[config.mk]
export PLATFORM = sky130hd
export DESIGN_NAME = quad_esc_pwm
export DESIGN_NICKNAME = d
export VERILOG_FILES = /design/src/rtl/quad_esc_pwm.sv
export SDC_FILE = /design/constraint.sdc
export NUM_CORES = 1
export LEC_CHECK = 0
export ABC_CLOCK_PERIOD_IN_PS = 10600
export BUFFER_PORTS_ARGS = -buffer_cell sky130_fd_sc_hd__buf_4
export CAP_MARGIN = 20
export CORE_MARGIN = 2
export CORE_UTILIZATION = 39
export CTS_CLUSTER_DIAMETER = 150
export DETAILED_ROUTE_END_ITERATION = 8
export RECOVER_POWER = 50
export SLEW_MARGIN = 20
export SYNTH_ARGS = -nofsm -noshare
export SYNTH_HDL_FRONTEND = slang
export SYNTH_SLANG_ARGS = --single-unit
[constraint.sdc]
create_clock -name clk -period 10.6 [get_ports clk]
set_input_delay 0.53 -clock clk [delete_from_list [all_inputs] [get_ports clk]]
set_output_delay 0.53 -clock clk [all_outputs]
set_load 0.02 [all_outputs]
[src/rtl/quad_esc_pwm.sv]
// rtl/quad_esc_pwm.sv - four-channel ESC pulse generator with arming, kill and command watchdog
//
// Ports:
//   clk, rst_n        system clock, synchronous active-low reset
//   duty_1..duty_4    16-bit unsigned motor duties from the mixer
//   duty_valid        one-cycle strobe capturing duty_1..4 into the pending registers
//   arm               level, request arming
//   kill              level, emergency stop (overrides everything)
//   pwm_out[3:0]      ESC signal pins, bit i-1 drives motor i
//   armed             high while ARMED
//   stale             watchdog failsafe active
//   frame_start       high for the cycle in which the frame counter is 0
module quad_esc_pwm #(
    parameter int PERIOD_CYC    = 125000,
    parameter int MIN_PULSE_CYC = 50000,
    parameter int MAX_PULSE_CYC = 100000,
    parameter int ARM_PERIODS   = 200,
    parameter int WDOG_PERIODS  = 50
) (
    input  logic        clk,
    input  logic        rst_n,
    input  logic [15:0] duty_1,
    input  logic [15:0] duty_2,
    input  logic [15:0] duty_3,
    input  logic [15:0] duty_4,
    input  logic        duty_valid,
    input  logic        arm,
    input  logic        kill,
    output logic [3:0]  pwm_out,
    output logic        armed,
    output logic        stale,
    output logic        frame_start
);
    localparam int CW   = $clog2(PERIOD_CYC);
    localparam int SPAN = MAX_PULSE_CYC - MIN_PULSE_CYC;
    localparam int SW   = $clog2(SPAN + 1);
    localparam int PW   = 16 + SW;
    localparam int AW   = $clog2(ARM_PERIODS + 1);
    localparam int WW   = $clog2(WDOG_PERIODS + 1);
    localparam logic [CW-1:0] MIN_W = CW'(MIN_PULSE_CYC);

    generate
        if (!(MIN_PULSE_CYC < MAX_PULSE_CYC && MAX_PULSE_CYC < PERIOD_CYC)) begin : g_bad_pulse
            $error("quad_esc_pwm: need MIN_PULSE_CYC < MAX_PULSE_CYC < PERIOD_CYC");
        end
        if (ARM_PERIODS < 1 || WDOG_PERIODS < 1) begin : g_bad_count
            $error("quad_esc_pwm: ARM_PERIODS and WDOG_PERIODS must be at least 1");
        end
    endgenerate

    typedef enum logic [1:0] {
        ST_DISARMED = 2'd0,
        ST_ARMING   = 2'd1,
        ST_ARMED    = 2'd2
    } state_t;

    state_t          state, state_n;
    logic [CW-1:0]   cnt, cnt_n;
    logic            wrap;
    logic [AW-1:0]   arm_cnt, arm_cnt_n;
    logic [WW-1:0]   wdog_cnt, wdog_n;
    logic            stale_n;
    logic            use_min, use_min_n;
    logic [15:0]     duty_in  [4];
    logic [15:0]     pending  [4];
    logic [CW-1:0]   active   [4];
    logic [CW-1:0]   active_n [4];
    logic [CW-1:0]   width_n  [4];
    logic [3:0]      pwm_n;

    assign duty_in[0] = duty_1;
    assign duty_in[1] = duty_2;
    assign duty_in[2] = duty_3;
    assign duty_in[3] = duty_4;

    // Linear map onto [MIN, MAX): full-width product, truncating shift.
    function automatic logic [CW-1:0] map_width(input logic [15:0] duty);
        logic [PW-1:0] prod;
        prod = PW'(duty) * PW'(SPAN);
        return MIN_W + CW'(prod >> 16);
    endfunction

    always_comb begin
        wrap      = (cnt == CW'(PERIOD_CYC - 1));
        cnt_n     = wrap ? '0 : cnt + CW'(1);
        state_n   = state;
        arm_cnt_n = arm_cnt;
        wdog_n    = wdog_cnt;
        stale_n   = stale;
        if (kill) begin
            state_n   = ST_DISARMED;
            arm_cnt_n = '0;
            wdog_n    = '0;
            stale_n   = 1'b0;
        end else begin
            unique case (state)
                ST_DISARMED: begin
                    wdog_n  = '0;
                    stale_n = 1'b0;
                    if (wrap && arm) begin
                        state_n   = ST_ARMING;
                        arm_cnt_n = '0;
                    end
                end
                ST_ARMING: begin
                    wdog_n  = '0;
                    stale_n = 1'b0;
                    if (wrap) begin
                        if (!arm) begin
                            state_n = ST_DISARMED;
                        end else if (arm_cnt == AW'(ARM_PERIODS - 1)) begin
                            state_n   = ST_ARMED;
                            arm_cnt_n = '0;
                        end else begin
                            arm_cnt_n = arm_cnt + AW'(1);
                        end
                    end
                end
                ST_ARMED: begin
                    if (wrap && !arm) begin
                        state_n = ST_DISARMED;
                        wdog_n  = '0;
                        stale_n = 1'b0;
                    end else if (duty_valid) begin
                        wdog_n  = '0;
                        stale_n = 1'b0;
                    end else if (wrap) begin
                        // Counter saturates; stale stays up until the next duty_valid.
                        if (wdog_cnt >= WW'(WDOG_PERIODS - 1)) begin
                            stale_n = 1'b1;
                        end else begin
                            wdog_n = wdog_cnt + WW'(1);
                        end
                    end
                end
                default: state_n = ST_DISARMED;
            endcase
        end

        // Forced-MIN mode is latched per frame so clearing stale mid-frame
        // cannot stretch the pulse already in progress.
        use_min_n = wrap ? (state_n == ST_ARMING || stale_n) : use_min;

        // Outputs are registered, so compare against the next counter value
        // and the widths that will be active for it.
        for (int i = 0; i < 4; i++) begin
            active_n[i] = wrap ? map_width(pending[i]) : active[i];
            width_n[i]  = use_min_n ? MIN_W : active_n[i];
            pwm_n[i]    = (state_n != ST_DISARMED) && (cnt_n < width_n[i]);
        end
    end

    always_ff @(posedge clk) begin
        if (!rst_n) begin
            state       <= ST_DISARMED;
            cnt         <= '0;
            arm_cnt     <= '0;
            wdog_cnt    <= '0;
            use_min     <= 1'b1;
            pwm_out     <= '0;
            armed       <= 1'b0;
            stale       <= 1'b0;
            frame_start <= 1'b0;
            for (int i = 0; i < 4; i++) begin
                pending[i] <= '0;
                active[i]  <= MIN_W;
            end
        end else begin
            state       <= state_n;
            cnt         <= cnt_n;
            arm_cnt     <= arm_cnt_n;
            wdog_cnt    <= wdog_n;
            use_min     <= use_min_n;
            pwm_out     <= pwm_n;
            armed       <= (state_n == ST_ARMED);
            stale       <= stale_n;
            frame_start <= wrap;
            for (int i = 0; i < 4; i++) begin
                active[i] <= active_n[i];
                if (duty_valid) begin
                    pending[i] <= duty_in[i];
                end
            end
        end
    end
endmodule

Word level (Yosys, flattened, before mapping)
Memory sizes are Yosys's and may differ from the RTL's.
Index checks and enable logic that the tools add are counted.

cells by class
  bitwise gates (word level) = 9
  div/mod/pow operators = 0
  add/subtract/negate cells = 7
  shift operators = 0
  $lt $le $gt $ge = 5
  equal/unequal tests = 11
  reductions and logical operators = 16
  multiply operators = 4
  multiplexer cells = 46

operators by type and width
  kind                    number
  $mux 17                 13
  $mul 16x12->28 const B  4
  $add 16x16->17 const A  4
  $lt 17x17->1            4
  $mux 16                 4
  $mux 8                  4
  $mux 6                  4
  $add 17x1->17 const B   1
  $eq 17x17->1 const B    1
  $pmux 8 s2              1
  $mux 2                  6
  $pmux 6 s2              1
  $mux 1                  11
  $add 8x1->8 const B     1
  $eq 8x8->1 const B      1
  $ne 4x4->1 const B      2
  $or 1x1->1              8
  $add 6x1->6 const B     1
  $ge 6x6->1 const B      1
  $logic_and 1x1->1       6
  $ne 2x2->1 const B      3
  $pmux 2 s3              1
  $reduce_bool 2->1       3
  $eq 2x1->1 const B      2
  9 further kinds         11

storage, ports and cells
  flip-flop bits (word level) = 41
  bits in writable memories = 132
  bits of input ports = 69
  memories kept = 2
  bits in latches = 0
  bits in read-only memories = 0
  output and inout bits = 7
  logic and storage cells = 109

memory list
  name     words  width  rd ports  clocked after Yosys merged registers in  write ports  RTL line  text
  active   4      17     4         0                                        4            66        logic [CW-1:0] active [4];
  pending  4      16     4         0                                        4            65        logic [15:0] pending [4];

Longest topological paths before layout
  depth after elaboration = 12
  depth in mapped cells = 32
  depth with buffers taken out = 32

Worst setup path after synthesis
No wires, ideal clock.

  path kind = register to register
  start = memory pending[1][2]
  end = register pwm_out[1]
  setup slack = 3.950 ns
  stages on the path, launching flop included = 30
  path buffers = 0
  period minus slack after synthesis = 6.650 ns
  arrival time = 6.538 ns
  cells stage by stage = edfxtp_1 > ha_1 > ha_1 > xor2_1 > ha_1 > a31o_2 > fa_1 > inv_1 > fa_1 > inv_1 > ha_1 > nand4_1 > o21bai_1 > a211oi_2 > a21oi_1 > a31oi_2 > mux2_2 > a21boi_1 > mux2i_1 > mux2i_1 > a31oi_1 > ha_1 > nor2b_1 > o21ai_0 > nand2b_1 > a21oi_1 > nor2b_1 > o21ai_0 > nand2b_1 > a2111oi_1

RTL lines
  element               RTL line  text
  start, declared       65
  end signal, assigned  174       pwm_out <= pwm_n;
  end, declared         29        output logic [3:0] pwm_out,

==> results.toml <==
[outcome]
run_status = "finished, violations left"
failed_checks = "capacitance limit, slew limit"

[timing]
layout_min_cycle_time_ps = 7258
fmax_mhz = 137.8
maxSlewHeadroom_pct = -110.1
setup_repair_after_global_routing_missed_its_margin = "false"
drv_slew = 133
timing.final.ws_setup_ps = 3342
fin_setup_tns_ps = 0
skew_ps = 16.19
setup_viol = 0
final_hold_viol_count = 0
final.period_utilization_pct = 68.47
worstMarginPinSlew_ps = 3152

[setup_path]
setup.worst_path.end_class = "flop"
worstSetupStartpointType = "flop"
critPathKind = "flop to flop"
path_max_fanout = 6
cell_mode_on_critical_path = "ha_1"
crit_family = "adder cells"
crit_path_top_delay_cell = "fa_1"
crit_path_max_incr_delay_ps = 530
worstPathArrival_ps = 7620
worst-path-buf-inv = 2
crit_required_ps = 10970

[final_layout]
antenna_cells_inserted = 0
nNetsFinal = 3257
final_cells = 3329
fillers = 5595
post-route-util_pct = 42.58
layout-area-overhead-vs-synth_pct = 8.503
most-common-layout-cells = "ha_1, inv_1, fa_1"
final_layout_size_suffix_gt1_share_pct = 5.772
final_common_cell = "ha_1"

[route]
route.final.wire_length_mm = 50.83
initialDrtViolationCount = 691
final_routed_wire_length_divided_by_cell_count_um = 15.27
vias_per_cell = 5.148
route.detailed.drc = 0
drt.antenna.violating_nets = 0
routed-via-count = 17140
detail_route.first_pass.iterations = 6

[die]
placeableCoreArea_mm2 = 0.05737
design.portCount = 76
die_width_um = 244.3
initial_utilization_pct = 39.25
die_area_mm2 = 0.05967
fp-row-count = 88
dieHeight_um = 244.3

[clocking]
numClockSinks = 173
clkTransAtPathRegs_ps = 80
hold_buffers = 0
cts_resized = 0
postCtsSetupRepairBufs = 0
clock_tree.root_cell = "clkbuf_16"
ctsLongestPathBuffers = 2
worst_skew_pair_later_pin_latency_ps = 480
htree_levels = 4
number_of_buffers_created_by_cts = 17
tritoncts_clock_tree = "built"

[grt]
grt_first_pass_wirelength_mm = 87.15
grt_max_degree = 97
number_of_global_route_vias_before_repair = 17860
track_usage_pct = 17.73
antenna_found_initial = 0
global_route.overflow_total = 0

[pwr]
part_of_the_total_power_dissipated_in_sequential_elements_pct = 12.8
ir_worst_vdd_mv = 0.1511
switchingPower_mw = 2.994
power.density_cell_area_mw_per_mm2 = 238.8
clkPwrFrac_pct = 11.4
sw_share_pct = 51.33
share_comb_of_total_power_pct = 75.8
power.leakage_nw = 12.51
internal_power_mw = 2.839

[worst_hold_path]
min_path_type = "primary input to flop"

[synth]
yosys_warnings = 0
syn_inst = 2514
synthesis.area_mm2 = 0.02251
synth_ff_type = "dfxtp_1"
synthDominantAreaCellType = "ha_1"
yosys_register_bits = 173
syn_nets = 3220
asyncSetResetFlopFracSynth_pct = 0
top_cells_by_area_synth = "ha_1, fa_1, dfxtp_1, edfxtp_1, inv_1"
synth_largest_type_area_fraction_pct = 27.18
post_synthesis_sequential_area_ratio_pct = 18.23
syn_avg_cell_area_um2 = 8.955
synth.distinct_cells = 85
synth_edf_count = 64

[run]
drv.max_cap_violation_count = 2

[placed_design]
post-place-cells = 3297
hpwlAfterDp_mm = 41.27
port_buffers = 75
routabilityCongestion = 0.8848
pre_cts_slack_ps = 3361
[sequential cells by signal, indices dropped and copies added (netlist names), 2 cells and up]
signal and cells:
active 68, arm_cnt 8, cnt 17, pending 64, pwm_out 4, state 2
wdog_cnt 6
[worst register-to-register path: cells and delay by family, from the launching register on]
| family | cells | cell delay, ps |
|---|---|---|
| and+or+nand+nor | 6 | 520 |
| xor gates and xnor gates | 1 | 180 |
| muxes | 3 | 990 |
| AOI/OAI and AO/OA | 10 | 2230 |
| buffers and inverters | 2 | 90 |
| DFF | 1 | 500 |
| adders and majority gates | 7 | 2640 |
[cell usage after synthesis, types with 14 or more instances]
master,instances
ha_1,489
inv_1,433
fa_1,148
a21oi_1,136
nand2_1,134
nor2_1,132
dfxtp_1,109
xnor2_1,82
and3_1,79
xor2_1,68
edfxtp_1,64
o21ai_0,58
clkbuf_1,57
a21o_1,46
nand3_1,46
nand4_1,42
and2_1,41
nand2b_1,36
a211oi_1,34
nor3_1,30
nor2b_1,22
a31oi_1,19
o211ai_1,17
o21ai_1,15
a211o_1,14
a31o_2,14
[power by group through the flow]
stage	combinational [mW]	sequential (mW)	clock, mW
floorplan	3.44	0.748	0
global placement	4.37	0.760	0
detailed placement	4.42	0.761	0
CTS	4.47	0.746	0.683
global route	5.07	0.750	0.703
finish	4.42	0.746	0.664
[stage by stage]
step | cell area (µm²) | hold WS [ps] | power, mW
2_1_floorplan | 22510 | 421.8 | 4.193
3_3_place_gp | 23860 | 434.4 | 5.128
3_5_place_dp | 23860 | 442.2 | 5.182
4_1_cts | 24470 | 343.4 | 5.898
5_1_grt | 24430 | 358.7 | 6.525
6_report | 24430 | 368.3 | 5.833
[cells by family (layout without fill, tap and decap cells)]
| family | count (synthesis) | in the layout | share of synthesized area [%] |
|---|---|---|---|
| buffers and inverters | 499 | 549 | 8.364 |
| and+or+nand+nor | 611 | 611 | 13.99 |
| DFF | 173 | 173 | 18.23 |
| xor gates and xnor gates | 150 | 150 | 5.835 |
| adders and majority gates | 637 | 637 | 40.34 |
| muxes | 13 | 13 | 0.5891 |
| AOI/OAI and AO/OA | 431 | 431 | 12.66 |
[layer usage]
metal / GRT usage [%] / vias up / share of wire [%]
met5: 0 / - / 0
met4: 5.255 / 0 / 1.9
met3: 2.085 / 64 / 2.7
met2: 30.80 / 233 / 48
met1: 23.05 / 8171 / 47
li1: - / 8669 / -
[area by class of cell]
cell class | count | area, µm² | area share (%)
Multi-Input combinational cell | 1842 | 16540 | 67.72
Clock buffer | 19 | 464.2 | 1.900
Tap cell | 765 | 957.2 | 3.918
Clock inverter | 13 | 142.6 | 0.5839
Inverter | 434 | 1629 | 6.669
Timing Repair Buffer | 83 | 589.3 | 2.412
Sequential cell | 173 | 4104 | 16.80
[path summary, 6_finish.rpt]
path	to	startpoint	slack (ps)	depth (start not counted)
setup reg to reg	pwm_out[1]	pending[1][2]	3340	29
hold reg to reg	active[3][4]	active[3][4]	460	2
hold / removal	pending[0][14]	duty_1[14]	370	2
setup / recovery	pwm_out[1]	pending[1][2]	3340	29
Power figures use the tool's default switching activity.
